==> config.mk <==
export PLATFORM = sky130hd
export DESIGN_NAME = sram_rr_arbiter_flat
export DESIGN_NICKNAME = d
export VERILOG_FILES = /design/src/rtl/sram_rr_arbiter_pkg.sv /design/src/rtl/sram_rr_arbiter_if.sv /design/src/rtl/sram_rr_arbiter_rr_arb2.sv /design/src/rtl/sram_rr_arbiter.sv /design/src/flat_wrapper.sv
export SDC_FILE = /design/constraint.sdc
export NUM_CORES = 1
export LEC_CHECK = 0
export ABC_AREA = 1
export CORE_UTILIZATION = 35
export CTS_BUF_LIST = sky130_fd_sc_hd__clkbuf_16
export DETAILED_ROUTE_END_ITERATION = 10
export GPL_ROUTABILITY_DRIVEN = 1
export GPL_TIMING_DRIVEN = 0
export PLACE_DENSITY = 0.72
export SYNTH_ARGS = -nofsm -noshare
export SYNTH_HDL_FRONTEND = slang
export SYNTH_SLANG_ARGS = --single-unit
export TNS_END_PERCENT = 50
==> constraint.sdc <==
create_clock -name clok -period 1.1 [get_ports clok]
set_input_delay 0.11 -clock clok [delete_from_list [all_inputs] [get_ports clok]]
set_output_delay 0.11 -clock clok [all_outputs]
set_load 0.02 [all_outputs]
==> src/rtl/sram_rr_arbiter_pkg.sv <==
// sram_arb_pkg: shared states, port ids and default widths for the SRAM arbiter
package sram_arb_pkg;
  typedef enum logic [1:0] {ST_IDLE, ST_ACCESS, ST_RESP} arb_state_t;
  localparam logic PORT_A = 1'b0;
  localparam logic PORT_B = 1'b1;
  localparam int ADDR_W_DEF = 3;
  localparam int DATA_W_DEF = 8;
endpackage

==> src/rtl/sram_rr_arbiter_if.sv <==
// sram_rr_arbiter_if: requester A/B handshakes plus SRAM pins; slave = arbiter side, master = client/SRAM side
interface sram_rr_arbiter_if #(parameter int ADDR_W = 3, parameter int DATA_W = 8);
  logic a_req, a_we, a_ack;
  logic [ADDR_W-1:0] a_addr;
  logic [DATA_W-1:0] a_wdata, a_rdata;
  logic b_req, b_we, b_ack;
  logic [ADDR_W-1:0] b_addr;
  logic [DATA_W-1:0] b_wdata, b_rdata;
  logic mem_wri, mem_rd, busy;
  logic [ADDR_W-1:0] mem_add;
  logic [DATA_W-1:0] mem_din, mem_dout;
  modport slave (
    input a_req, a_we, a_addr, a_wdata, b_req, b_we, b_addr, b_wdata, mem_dout,
    output a_ack, a_rdata, b_ack, b_rdata, mem_wri, mem_rd, mem_add, mem_din, busy
  );
  modport master (
    output a_req, a_we, a_addr, a_wdata, b_req, b_we, b_addr, b_wdata, mem_dout,
    input a_ack, a_rdata, b_ack, b_rdata, mem_wri, mem_rd, mem_add, mem_din, busy
  );
endinterface

==> src/rtl/sram_rr_arbiter_rr_arb2.sv <==
// rr_arb2: combinational 2-way round-robin picker (req[0]=A, req[1]=B; tie goes to the port that did not win last)
module rr_arb2 (
  input  logic [1:0] req,
  input  logic       last_gnt,
  output logic       gnt_valid,
  output logic       gnt_id
);
  assign gnt_valid = |req;
  assign gnt_id = &req ? ~last_gnt : req[1];
endmodule

==> src/rtl/sram_rr_arbiter.sv <==
// sram_rr_arbiter: shares one single-port SRAM between ports A/B via round-robin IDLE/ACCESS/RESP sequencer (clok, rst, bus slave)
module sram_rr_arbiter import sram_arb_pkg::*; #(
  parameter int ADDR_W = ADDR_W_DEF,
  parameter int DATA_W = DATA_W_DEF
) (
  input logic clok,
  input logic rst,
  sram_rr_arbiter_if.slave bus
);
  arb_state_t state, state_n;
  logic win, win_n, last_gnt, last_n, gnt_valid, gnt_id;
  logic wri_n, rd_n, a_ack_n, b_ack_n, busy_n;
  logic [ADDR_W-1:0] add_n;
  logic [DATA_W-1:0] din_n, a_rdata_n, b_rdata_n;
  rr_arb2 u_arb (.req({bus.b_req, bus.a_req}), .last_gnt(last_gnt), .gnt_valid(gnt_valid), .gnt_id(gnt_id));
  always_comb begin
    state_n = state;
    win_n = win;
    last_n = last_gnt;
    wri_n = 1'b0;
    rd_n = 1'b0;
    add_n = bus.mem_add;
    din_n = bus.mem_din;
    a_ack_n = 1'b0;
    b_ack_n = 1'b0;
    a_rdata_n = bus.a_rdata;
    b_rdata_n = bus.b_rdata;
    case (state)
      ST_IDLE: if (gnt_valid) begin
        state_n = ST_ACCESS;
        win_n = gnt_id;
        wri_n = gnt_id ? bus.b_we : bus.a_we;
        rd_n = ~wri_n;
        add_n = gnt_id ? bus.b_addr : bus.a_addr;
        din_n = gnt_id ? bus.b_wdata : bus.a_wdata;
      end
      ST_ACCESS: begin
        state_n = ST_RESP;
        a_ack_n = win == PORT_A;
        b_ack_n = win == PORT_B;
        a_rdata_n = bus.mem_rd && win == PORT_A ? bus.mem_dout : bus.a_rdata;
        b_rdata_n = bus.mem_rd && win == PORT_B ? bus.mem_dout : bus.b_rdata;
      end
      ST_RESP: begin
        state_n = ST_IDLE;
        last_n = win;
      end
      default: state_n = ST_IDLE;
    endcase
    busy_n = state_n != ST_IDLE;
  end
  always_ff @(posedge clok) begin
    if (rst) begin
      state <= ST_IDLE;
      win <= PORT_A;
      last_gnt <= PORT_B;
      bus.mem_wri <= 1'b0;
      bus.mem_rd <= 1'b0;
      bus.mem_add <= '0;
      bus.mem_din <= '0;
      bus.a_ack <= 1'b0;
      bus.b_ack <= 1'b0;
      bus.a_rdata <= '0;
      bus.b_rdata <= '0;
      bus.busy <= 1'b0;
    end else begin
      state <= state_n;
      win <= win_n;
      last_gnt <= last_n;
      bus.mem_wri <= wri_n;
      bus.mem_rd <= rd_n;
      bus.mem_add <= add_n;
      bus.mem_din <= din_n;
      bus.a_ack <= a_ack_n;
      bus.b_ack <= b_ack_n;
      bus.a_rdata <= a_rdata_n;
      bus.b_rdata <= b_rdata_n;
      bus.busy <= busy_n;
    end
  end
endmodule

==> src/flat_wrapper.sv <==
// flat-port wrapper written by rule: the top's interface ports become plain ports
module sram_rr_arbiter_flat import sram_arb_pkg::*;
#(
  parameter int ADDR_W = ADDR_W_DEF,
  parameter int DATA_W = DATA_W_DEF
)
  (clok, rst, bus_a_req, bus_a_we, bus_a_addr, bus_a_wdata, bus_b_req, bus_b_we, bus_b_addr, bus_b_wdata, bus_mem_dout, bus_a_ack, bus_a_rdata, bus_b_ack, bus_b_rdata, bus_mem_wri, bus_mem_rd, bus_mem_add, bus_mem_din, bus_busy);
  sram_rr_arbiter_if #(.ADDR_W(ADDR_W), .DATA_W(DATA_W)) bus_i ();
  input logic clok;
  input logic rst;
  input wire logic [$bits(bus_i.a_req)-1:0] bus_a_req;
  input wire logic [$bits(bus_i.a_we)-1:0] bus_a_we;
  input wire logic [$bits(bus_i.a_addr)-1:0] bus_a_addr;
  input wire logic [$bits(bus_i.a_wdata)-1:0] bus_a_wdata;
  input wire logic [$bits(bus_i.b_req)-1:0] bus_b_req;
  input wire logic [$bits(bus_i.b_we)-1:0] bus_b_we;
  input wire logic [$bits(bus_i.b_addr)-1:0] bus_b_addr;
  input wire logic [$bits(bus_i.b_wdata)-1:0] bus_b_wdata;
  input wire logic [$bits(bus_i.mem_dout)-1:0] bus_mem_dout;
  output wire logic [$bits(bus_i.a_ack)-1:0] bus_a_ack;
  output wire logic [$bits(bus_i.a_rdata)-1:0] bus_a_rdata;
  output wire logic [$bits(bus_i.b_ack)-1:0] bus_b_ack;
  output wire logic [$bits(bus_i.b_rdata)-1:0] bus_b_rdata;
  output wire logic [$bits(bus_i.mem_wri)-1:0] bus_mem_wri;
  output wire logic [$bits(bus_i.mem_rd)-1:0] bus_mem_rd;
  output wire logic [$bits(bus_i.mem_add)-1:0] bus_mem_add;
  output wire logic [$bits(bus_i.mem_din)-1:0] bus_mem_din;
  output wire logic [$bits(bus_i.busy)-1:0] bus_busy;
  assign bus_i.a_req = bus_a_req;
  assign bus_i.a_we = bus_a_we;
  assign bus_i.a_addr = bus_a_addr;
  assign bus_i.a_wdata = bus_a_wdata;
  assign bus_i.b_req = bus_b_req;
  assign bus_i.b_we = bus_b_we;
  assign bus_i.b_addr = bus_b_addr;
  assign bus_i.b_wdata = bus_b_wdata;
  assign bus_i.mem_dout = bus_mem_dout;
  assign bus_a_ack = bus_i.a_ack;
  assign bus_a_rdata = bus_i.a_rdata;
  assign bus_b_ack = bus_i.b_ack;
  assign bus_b_rdata = bus_i.b_rdata;
  assign bus_mem_wri = bus_i.mem_wri;
  assign bus_mem_rd = bus_i.mem_rd;
  assign bus_mem_add = bus_i.mem_add;
  assign bus_mem_din = bus_i.mem_din;
  assign bus_busy = bus_i.busy;
  sram_rr_arbiter #(.ADDR_W(ADDR_W), .DATA_W(DATA_W)) u_core (.clok(clok), .rst(rst), .bus(bus_i));
endmodule
======== Yosys cells after proc, flatten, opt, wreduce, memory -nomap -nowiden ========
Cells that the tools add are included.
W data, S select, Z words.
word-level totals
  bits in registers ....................... 36
  bits of input ports ..................... 36
  output and inout bits ................... 32
cells by class
  equal/unequal tests ..................... 2
  muxes and demuxes ....................... 6
  bitwise operators ....................... 6
  reduce and logical (&&, ||, !) cells .... 11
operators by type and width
  cell                  number
  $mux W8               1
  $reduce_and A2 Y1     4
  $not A1 Y1            6
  $pmux W2 S2           1
  $reduce_or A2 Y1      2
  $mux W3               1
  $reduce_or A3 Y1      1
  $eq A2 B1 Y1 const B  1
  $eq A2 B2 Y1 const B  1
  $logic_and A1 B1 Y1   2
  $logic_not A2 Y1      1
  $mux W1               2
  $mux W2               1
  $reduce_bool A2 Y1    1

======== Longest topological paths before layout ========
Gate-level depths: netlist of the first run.
  depth in word-level cells ............... 4
  gate-level depth with buffers ........... 7
  depth with buffers taken out ............ 6

======== Modules after synthesis ========
Synthesis of the first run repeated with hierarchy kept, for this count alone.
second synthesis, totals
  cells, all modules ...................... 240
  area, all modules ....................... 1,589.0 um^2
modules (own cells, without submodules)
  module           instances  cells an instance  area each (um^2)  sequential area each (um^2)
  sram_rr_arbiter  1          237                1,574.0           720.7
  rr_arb2          1          3                  15.0              0.0

======== Least setup slack after synthesis of the first run ========
OpenSTA, ideal clock, no wires.
  path type ............................... reg2reg
  start point ............................. register u_core.bus.mem_rd
  end point ............................... register u_core.bus.b_rdata[6]
  setup time .............................. 0.113 ns
  data arrival time ....................... 0.997 ns
  required time ........................... 0.987 ns
  slack ................................... -0.010 ns
  stages on the path, launching flop included .. 7
  path buffers ............................ 1
  cells stage by stage .................... dfxtp_1 nand2_1 nor2_4 buf_6 nand2_1 nand2_1 nor2_1
between the ends
  cells in the longest elaborated chain, start to end .. 2
RTL lines
  element                             line                      source
  start: declaration                  sram_rr_arbiter_if.sv:14  output a_ack, a_rdata, b_ack, b_rdata, mem_wri, mem_rd, mem_add, mem_din, busy
  start signal: assignment            sram_rr_arbiter.sv:71     bus.mem_rd <= rd_n;
  $logic_and A1 B1 Y1                 sram_rr_arbiter.sv:42     b_rdata_n = bus.mem_rd && win == PORT_B ? bus.mem_dout : bus.b_rdata;
  $reduce_and A2 Y1 (no source line)  --
  end signal: assignment              sram_rr_arbiter.sv:77     bus.b_rdata <= b_rdata_n;
  end: declaration                    sram_rr_arbiter_if.sv:14
No other way between the ends.
A chain may end at the register's enable or synchronous reset.

======== Worst setup path after layout of the first run ========
  start point ............................. register u_core.state[1]
  end point ............................... register u_core.bus.mem_din[7]
between the ends
  cells in the longest elaborated chain, start to end .. 2
RTL lines
  element                             line                      source
  start: declaration                  sram_rr_arbiter.sv:10     arb_state_t state, state_n;
  start signal: assignment            sram_rr_arbiter.sv:67     state <= state_n;
  $logic_not A2 Y1                    sram_rr_arbiter.sv:28     case (state)
  $reduce_and A2 Y1 (no source line)  --
  end signal: assignment              sram_rr_arbiter.sv:73     bus.mem_din <= din_n;
  end: declaration                    sram_rr_arbiter_if.sv:14
No other way between the ends.

==> impl_metrics.yaml, run 1 <==
run_status:
  status: "finished, violations left"
  violations: "design-rule violations"
placed_design:
  io_buffers: 67
  hpwlAfterDp_um: 2921
  place_congestion: 0.7314
finish:
  nets: 358
  syn_to_final_growth_pct: 56.61
  post-route-util_pct: 58.33
  diodes: 0
  final-seq-area_um2: 730.7
  multiInputGateArea_um2: 768.2
  drive_gt1_share_pct: 13.62
  fillers: 425
synthesis:
  synth_most_common_cell: "nand2_1"
  yosys-mux-area-fraction_pct: 0
  synth.net_count: 280
  synth_flop_cell: "dfxtp_1"
  synth_enable_flop_cells: 0
  yosys.cell_types.count: 20
  syn_area_um2: 1655
  synth_compound_area_share_pct: 6.652
  syn_inst: 244
  yosys-top-cells-area: "dfxtp_1, nand2_1, nor2_1"
  async_flop_share_pct: 0
  synth-seq-cells: 36
  ys_seq_area_share_pct: 43.54
  yosys-top-cells-count: "nand2_1, nor2_1, dfxtp_1, inv_1, nand3_1"
  syn_area_per_cell_um2: 6.784
  synth_warnings: 0
  synth_adder_area_share_pct: 0
  synthSimpleGateAreaFrac_pct: 38.25
  post-synth-top-area-cell: "dfxtp_1"
  synth_top_area_share_pct: 43.54
  synth_xor_area_share_pct: 0
  synth_top_family_by_area: "simple AND/OR/NAND/NOR gates"
global_routing:
  grt_max_degree: 12
  grt_pass1_vias: 1476
  grt_usage_pct: 16.71
  grt_util_met2_pct: 27.35
  grt_use_met1_pct: 20.46
  busiest_layer: "met2"
  met3_usage_pct: 5.698
  overflow: 0
  grt_pass1_wl_um: 6527
  antenna_found_initial: 0
pwr:
  leakagePower_nw: 1.305
  seq_power_share_pct: 38.6
  swShare_pct: 25.16
  power.density_nw_per_um2: 1431
  internal-power_mw: 2.777
  pwr-share-comb_pct: 19.3
  finalPower_mw: 3.710
  p_switching_uw: 933.4
  pwr-share-clk_pct: 42.1
  vdd_ir_drop_max_mv: 0.7731
die:
  row_count: 24
  initial_core_util_pct: 37.25
  core-area_um2: 4444
  dieArea_um2: 5008
  die_w_um: 70.77
  die_h_um: 70.77
  top_level_ports: 68
routing:
  drtIter0Drc: 74
  final_antenna_net_count: 0
  vias: 1653
  drc: 6
  drt-pass1-iter-count: 7
  via_per_inst: 4.408
  routedWlPerCell_um: 10.71
  finalWirelength_um: 4015
setup_path:
  worstSetupStartpointType: "flip-flop"
  startpoint: "u_core.state[1]"
  path_cells: "inv_4, nand2_2, nor2_4, buf_6, nand2_2, nor2_2, nor2_1"
  path_max_fanout: 5
  r2r_end: "u_core.bus.mem_din[7]"
  crit_buf_inv: 2
  cp.arrival_ns: 1.24
  path_delay_family: "simple AND/OR/NAND/NOR gates"
  cp_common_cell: "nand2_2"
  r2r_start: "u_core.state[1]"
  r2r_cells: 7
  slowest_delay_ns: 0.35
  cp_slowest_cell: "dfxtp_4"
  worstPathRequired_ns: 1.27
  critPathKind: "flip-flop to flip-flop"
  regToRegSetupSlack_ns: 0.04
  endpoint_kind: "flip-flop"
cts:
  cts_buffers: 5
  htree_levels: 2
  cts_tree: "yes"
  insertion_delay_ns: 0.28
  root_buffer: "clkbuf_16"
  cts.path.max_buffers: 2
  clock-sinks: 36
  clkTransAtPathRegs_ns: 0.05
sta:
  slew_headroom_pct: 80.35
  setup_viol: 0
  fin_skew_ns: 0.005718
  period_share_pct: 96.70
  tightestPinTransition_ns: 0.2948
  clock.fmax_ghz: 0.9401
  min_period_ns: 1.064
  timing_hold_violations_final: 0
  rsz0062_at_grt: "true"
  final-max-slew-violation-count: 0
worst_hold_path:
  hold_path_end: "u_core.win"
  hold_path_depth: 2
  hp-class: "input pin to flip-flop"
  hold_start: "rst"
flow_run:
  cap_viol_max_count: 0
kinds of logic after synthesis:
family                 after synthesis
AO/OA/AOI/OAI                       15
buffers and inverters               39
flip-flops                          36
AND/OR/NAND/NOR                    154
worst max path at each step:
stage | cells after the start | slack (ns) | end
2_1_floorplan | 6 | 0.08 | u_core.bus.b_rdata[6]
3_3_place_gp | 7 | -0.35 | u_core.bus.mem_din[7]
3_5_place_dp | 7 | -0.36 | u_core.bus.mem_din[7]
4_1_cts | 7 | -0.004 | u_core.bus.mem_din[7]
5_1_grt | 7 | -0.04 | u_core.bus.b_rdata[6]
6_report | 7 | 0.04 | u_core.bus.mem_din[7]
layout by cell type, fill, tap and decap left out:
cell / synthesis / final
a21boi_0: 3 / 3
a21boi_1: 8 / 8
a21oi_1: 1 / 1
a21oi_2: 1 / 1
buf_2: 3 / 2
buf_4: 1 / 5
buf_6: 5 / 6
bufinv_16: 0 / 1
clkbuf_16: 0 / 5
clkbuf_2: 0 / 2
clkdlybuf4s15_1: 0 / 4
clkdlybuf4s50_1: 0 / 33
clkinv_1: 0 / 2
dfxtp_1: 36 / 32
dfxtp_2: 0 / 2
dfxtp_4: 0 / 2
dlygate4sd2_1: 0 / 30
inv_1: 27 / 26
inv_2: 1 / 1
inv_4: 0 / 1
nand2_1: 75 / 70
nand2_2: 2 / 6
nand2_4: 1 / 2
nand3_1: 14 / 14
nor2_1: 58 / 55
nor2_2: 1 / 4
nor2_4: 3 / 3
o21ai_0: 1 / 1
o21ai_2: 1 / 1
layer usage:
| layer | vias up | part of all wire (%) |
|---|---|---|
| met1 | 710 | 44 |
| met3 | 6 | 7.3 |
| met4 | 0 | 1.5 |
| li1 | 881 | - |
| met5 | - | 0 |
| met2 | 56 | 47 |
per-stage QoR:
| stage | hold slack, ns | TNS [ns] | cell area [µm²] | instances | setup WS (ns) |
|---|---|---|---|---|---|
| after floorplan | 0.1791 | 0 | 1657 | 244 | 0.07830 |
| after global placement | 0.4636 | -7.440 | 2392 | 363 | -0.3483 |
| after detailed placement | 0.4671 | -7.829 | 2392 | 363 | -0.3598 |
| after CTS | 0.4225 | -0.004687 | 2519 | 371 | -0.004073 |
| after global routing | 0.4331 | -0.2591 | 2592 | 375 | -0.03804 |
| final | 0.4247 | 0 | 2592 | 375 | 0.03632 |
worst reg2reg max path, stage by stage, from the launching register on:
cell	delay, ns
dfxtp_4	0.35
inv_4	0.07
nand2_2	0.07
nor2_4	0.14
buf_6	0.14
nand2_2	0.05
nor2_2	0.10
nor2_1	0.04
power groups by stage:
| stage | Sequential, mW | Clock, mW | Combinational, mW |
|---|---|---|---|
| after detailed placement | 1.46 | 0 | 0.731 |
| after global routing | 1.44 | 1.66 | 0.792 |
| after floorplan | 1.54 | 0 | 0.321 |
| after CTS | 1.43 | 1.60 | 0.686 |
| after global placement | 1.46 | 0 | 0.725 |
| final | 1.43 | 1.56 | 0.717 |
flip-flops by register name, summed over array words and instances, names as in the netlist, 2 cells and up:
signal / count
u_core.bus.mem_din: 8
u_core.bus.mem_add: 3
u_core.bus.a_rdata: 8
u_core.state: 2
u_core.bus.b_rdata: 8
cell type report:
type	instances	share of cell area [%]
inverters	28	4.151
clock inverters	3	1.448
plain buffers	11	3.523
flip-flops and latches	36	28.19
clock buffers	5	4.826
well taps	52	2.510
repair buffers	71	25.72
multi-input cells	169	29.63
what timing repair did:
| item | in CTS | in global routing |
|---|---|---|
| buffers inserted | 0 | 2 |
| gates cloned | 0 | 2 |
| hold buffers | 0 | 0 |
| hold endpoints to repair | 0 | 0 |
| setup endpoints to repair | 46 | 32 |
| gates resized for setup | 36 | 28 |
| pin swaps | 1 | 6 |
Power figures use the tool's default switching activity.
==> run 2, diff against run 1 <==
ABC_AREA = unset   (was 1)
PLACE_DENSITY = 0.7   (was 0.72)
SYNTH_HIERARCHICAL = 1   (was unset)
==> run 2 against run 1 <==
The flow finishes with violations (negative setup slack). Synthesized cell count down 43%. Die area down 14%. Global-route usage up 1.4 points. Critical endpoint is now u_core/bus.mem_add[1]. Clock-buffer cell count unchanged. Largest cell class is now non-clock buffers. Highest routed layer is now met3. Sequential power about the same. Non-clock buffer count unchanged. Combinational power down 7.7%. Sequential cell count unchanged.
==> impl_metrics.yaml, run 2 <==
placed_design:
  hpwlAfterDp_um: 2667
  io_buffers: 67
  place_ws_ns: -0.4772
  place_congestion: 0.7551
pwr:
  pwr-share-clk_pct: 42.4
  seq_power_share_pct: 39.4
  pwr-share-comb_pct: 18.2
  p_switching_uw: 836.9
  internal-power_mw: 2.790
  leakagePower_nw: 1.045
  vdd_ir_drop_max_mv: 1.093
  swShare_pct: 23.08
  power.density_nw_per_um2: 1489
  finalPower_mw: 3.627
finish:
  layout_commonest_cell: "clkdlybuf4s50_1"
  layout_common_cells: "clkdlybuf4s50_1, dfxtp_1, dlygate4sd2_1"
  diodes: 0
  syn_to_final_growth_pct: 70.94
  final-seq-area_um2: 729.5
  nets: 256
  multiInputGateArea_um2: 691.9
  fillers: 301
  drive_gt1_share_pct: 20.36
  top_regs: "u_core/bus.a_rdata (8), u_core/bus.b_rdata (8), u_core/bus.mem_din (8)"
die:
  core-area_um2: 3771
  die_h_um: 65.81
  initial_core_util_pct: 37.79
  dieArea_um2: 4331
  die_w_um: 65.81
  top_level_ports: 68
  row_count: 22
setup_path:
  path_cells: "a21boi_1, buf_4, buf_12, mux2i_2, a211oi_2"
  worstSetupStartpointType: "flip-flop"
  cp.arrival_ns: 1.36
  cp_slowest_cell: "dfxtp_2"
  slowest_delay_ns: 0.31
  path_max_fanout: 5
  worstPathRequired_ns: 1.25
  endpoint_kind: "flip-flop"
  critPathKind: "flip-flop to flip-flop"
synthesis:
  synth_most_common_cell: "dfxtp_1"
  syn_area_um2: 1425
  synth.net_count: 176
  synth_flop_cell: "dfxtp_1"
  async_flop_share_pct: 0
  yosys-top-cells-count: "dfxtp_1, nor2_1, mux2i_1, nand2_1, a211oi_2"
  synth_top_area_share_pct: 50.57
  synth-seq-cells: 36
  yosys-top-cells-area: "dfxtp_1, mux2i_1, a211oi_2"
  syn_area_per_cell_um2: 10.18
  synth_warnings: 6
  post-synth-top-area-cell: "dfxtp_1"
  ys_seq_area_share_pct: 50.57
  synth_enable_flop_cells: 0
  yosys.cell_types.count: 22
  syn_inst: 140
cts:
  cts_tree: "yes"
  root_buffer: "clkbuf_16"
  htree_levels: 2
  clock-sinks: 36
  clkTransAtPathRegs_ns: 0.05
  cts.path.max_buffers: 2
  insertion_delay_ns: 0.27
  cts_buffers: 5
routing:
  drtIter0Drc: 27
  final_antenna_net_count: 0
  via_per_inst: 4.688
  routedWlPerCell_um: 13.42
  vias: 1261
  drt-pass1-iter-count: 4
  finalWirelength_um: 3609
  drc: 0
run_status:
  violations: "negative setup slack"
  status: "finished, violations left"
sta:
  period_share_pct: 109.5
  fin_hold_ws_ns: 0.4330
  min_period_ns: 1.205
  timing_hold_violations_final: 0
  slew_headroom_pct: 66.22
  rsz0062_at_grt: "true"
  tightestPinTransition_ns: 0.5067
  fin_skew_ns: 0.003446
  layout_setup_ws_ns: -0.1049
  clock.fmax_ghz: 0.8299
  setup_viol: 22
  final-max-slew-violation-count: 0
global_routing:
  grt_pass1_vias: 1310
  grt_max_degree: 12
  grt_usage_pct: 18.10
  grt_pass1_wl_um: 5940
  overflow: 0
  antenna_found_initial: 0
flow_run:
  cap_viol_max_count: 0
worst_hold_path:
  hp-class: "input pin to flip-flop"
run 2: cell type report:
cell class              instances  share of cell area [%]
flip-flops and latches         36                   29.94
multi-input cells              93                   28.40
repair buffers                 73                   28.71
plain buffers                   9                   3.441
inverters                       2                  0.3082
clock inverters                 3                   1.592
clock buffers                   5                   5.136
well taps                      48                   2.465
run 2: cell families (layout without fill, tap and decap cells):
family                 count (synthesis)  in the layout  synth area share, %
and+or+nand+nor                       51             51                17.03
DFF                                   36             36                50.57
AOI/OAI and AO/OA                     21             21                12.91
muxes                                 21             21                14.75
buffers and inverters                 11             92                4.741
run 2: metrics by stage:
stage | util, % | cells | setup TNS [ns] | instance area [µm²]
after floorplan | - | 140 | -0.08212 | 1438
after global placement | 57.50 | 255 | -10.01 | 2168
after detailed placement | 57.50 | 255 | -10.78 | 2168
after CTS | 63.57 | 269 | -1.625 | 2397
after global routing | 64.60 | 269 | -3.234 | 2436
final | 64.60 | 269 | -1.577 | 2436
run 2: worst max-delay path: cells and delay by family, from the launching register on:
kind	cells	cell delay [ns]
AO/OA/AOI/OAI	2	0.20
flip-flops	1	0.31
multiplexers	1	0.25
buffers and inverters	2	0.32
run 2: per-layer routing:
metal  wire (µm)  share of wire, %  track usage (%)
met4           0                 0            3.261
met3         289               8.0            6.207
met2        1891                52            34.31
met1        1428                40            19.12
met5           0                 0                0
run 2: worst paths after layout:
path,startpoint,slack [ns],depth (start not counted),to
setup / recovery,u_core/last_gnt,-0.10,5,u_core/bus.mem_add[1]
hold / removal,bus_mem_dout[1],0.43,3,u_core/bus.b_rdata[1]
setup reg to reg,u_core/last_gnt,-0.10,5,u_core/bus.mem_add[1]
hold reg to reg,u_core/bus.b_rdata[4],0.47,2,u_core/bus.b_rdata[4]
run 2: timing repair:
| action | 4_1_cts | 5_1_grt |
|---|---|---|
| setup buffers | 4 | 0 |
| gates resized for setup | 47 | 14 |
| hold buffers | 0 | 0 |
| pin swaps | 6 | 7 |
| endpoints found under the setup margin | 60 | 35 |
| gates cloned | 2 | 0 |
| hold endpoints to repair | 0 | 0 |
run 2: power groups by stage:
stage               Combinational, mW  Clock, mW  Sequential, mW
finish                          0.662       1.54            1.43
global route                    0.706       1.65            1.44
CTS                             0.648       1.58            1.43
detailed placement              0.623          0            1.46
global placement                0.607          0            1.45
floorplan                       0.241          0            1.53
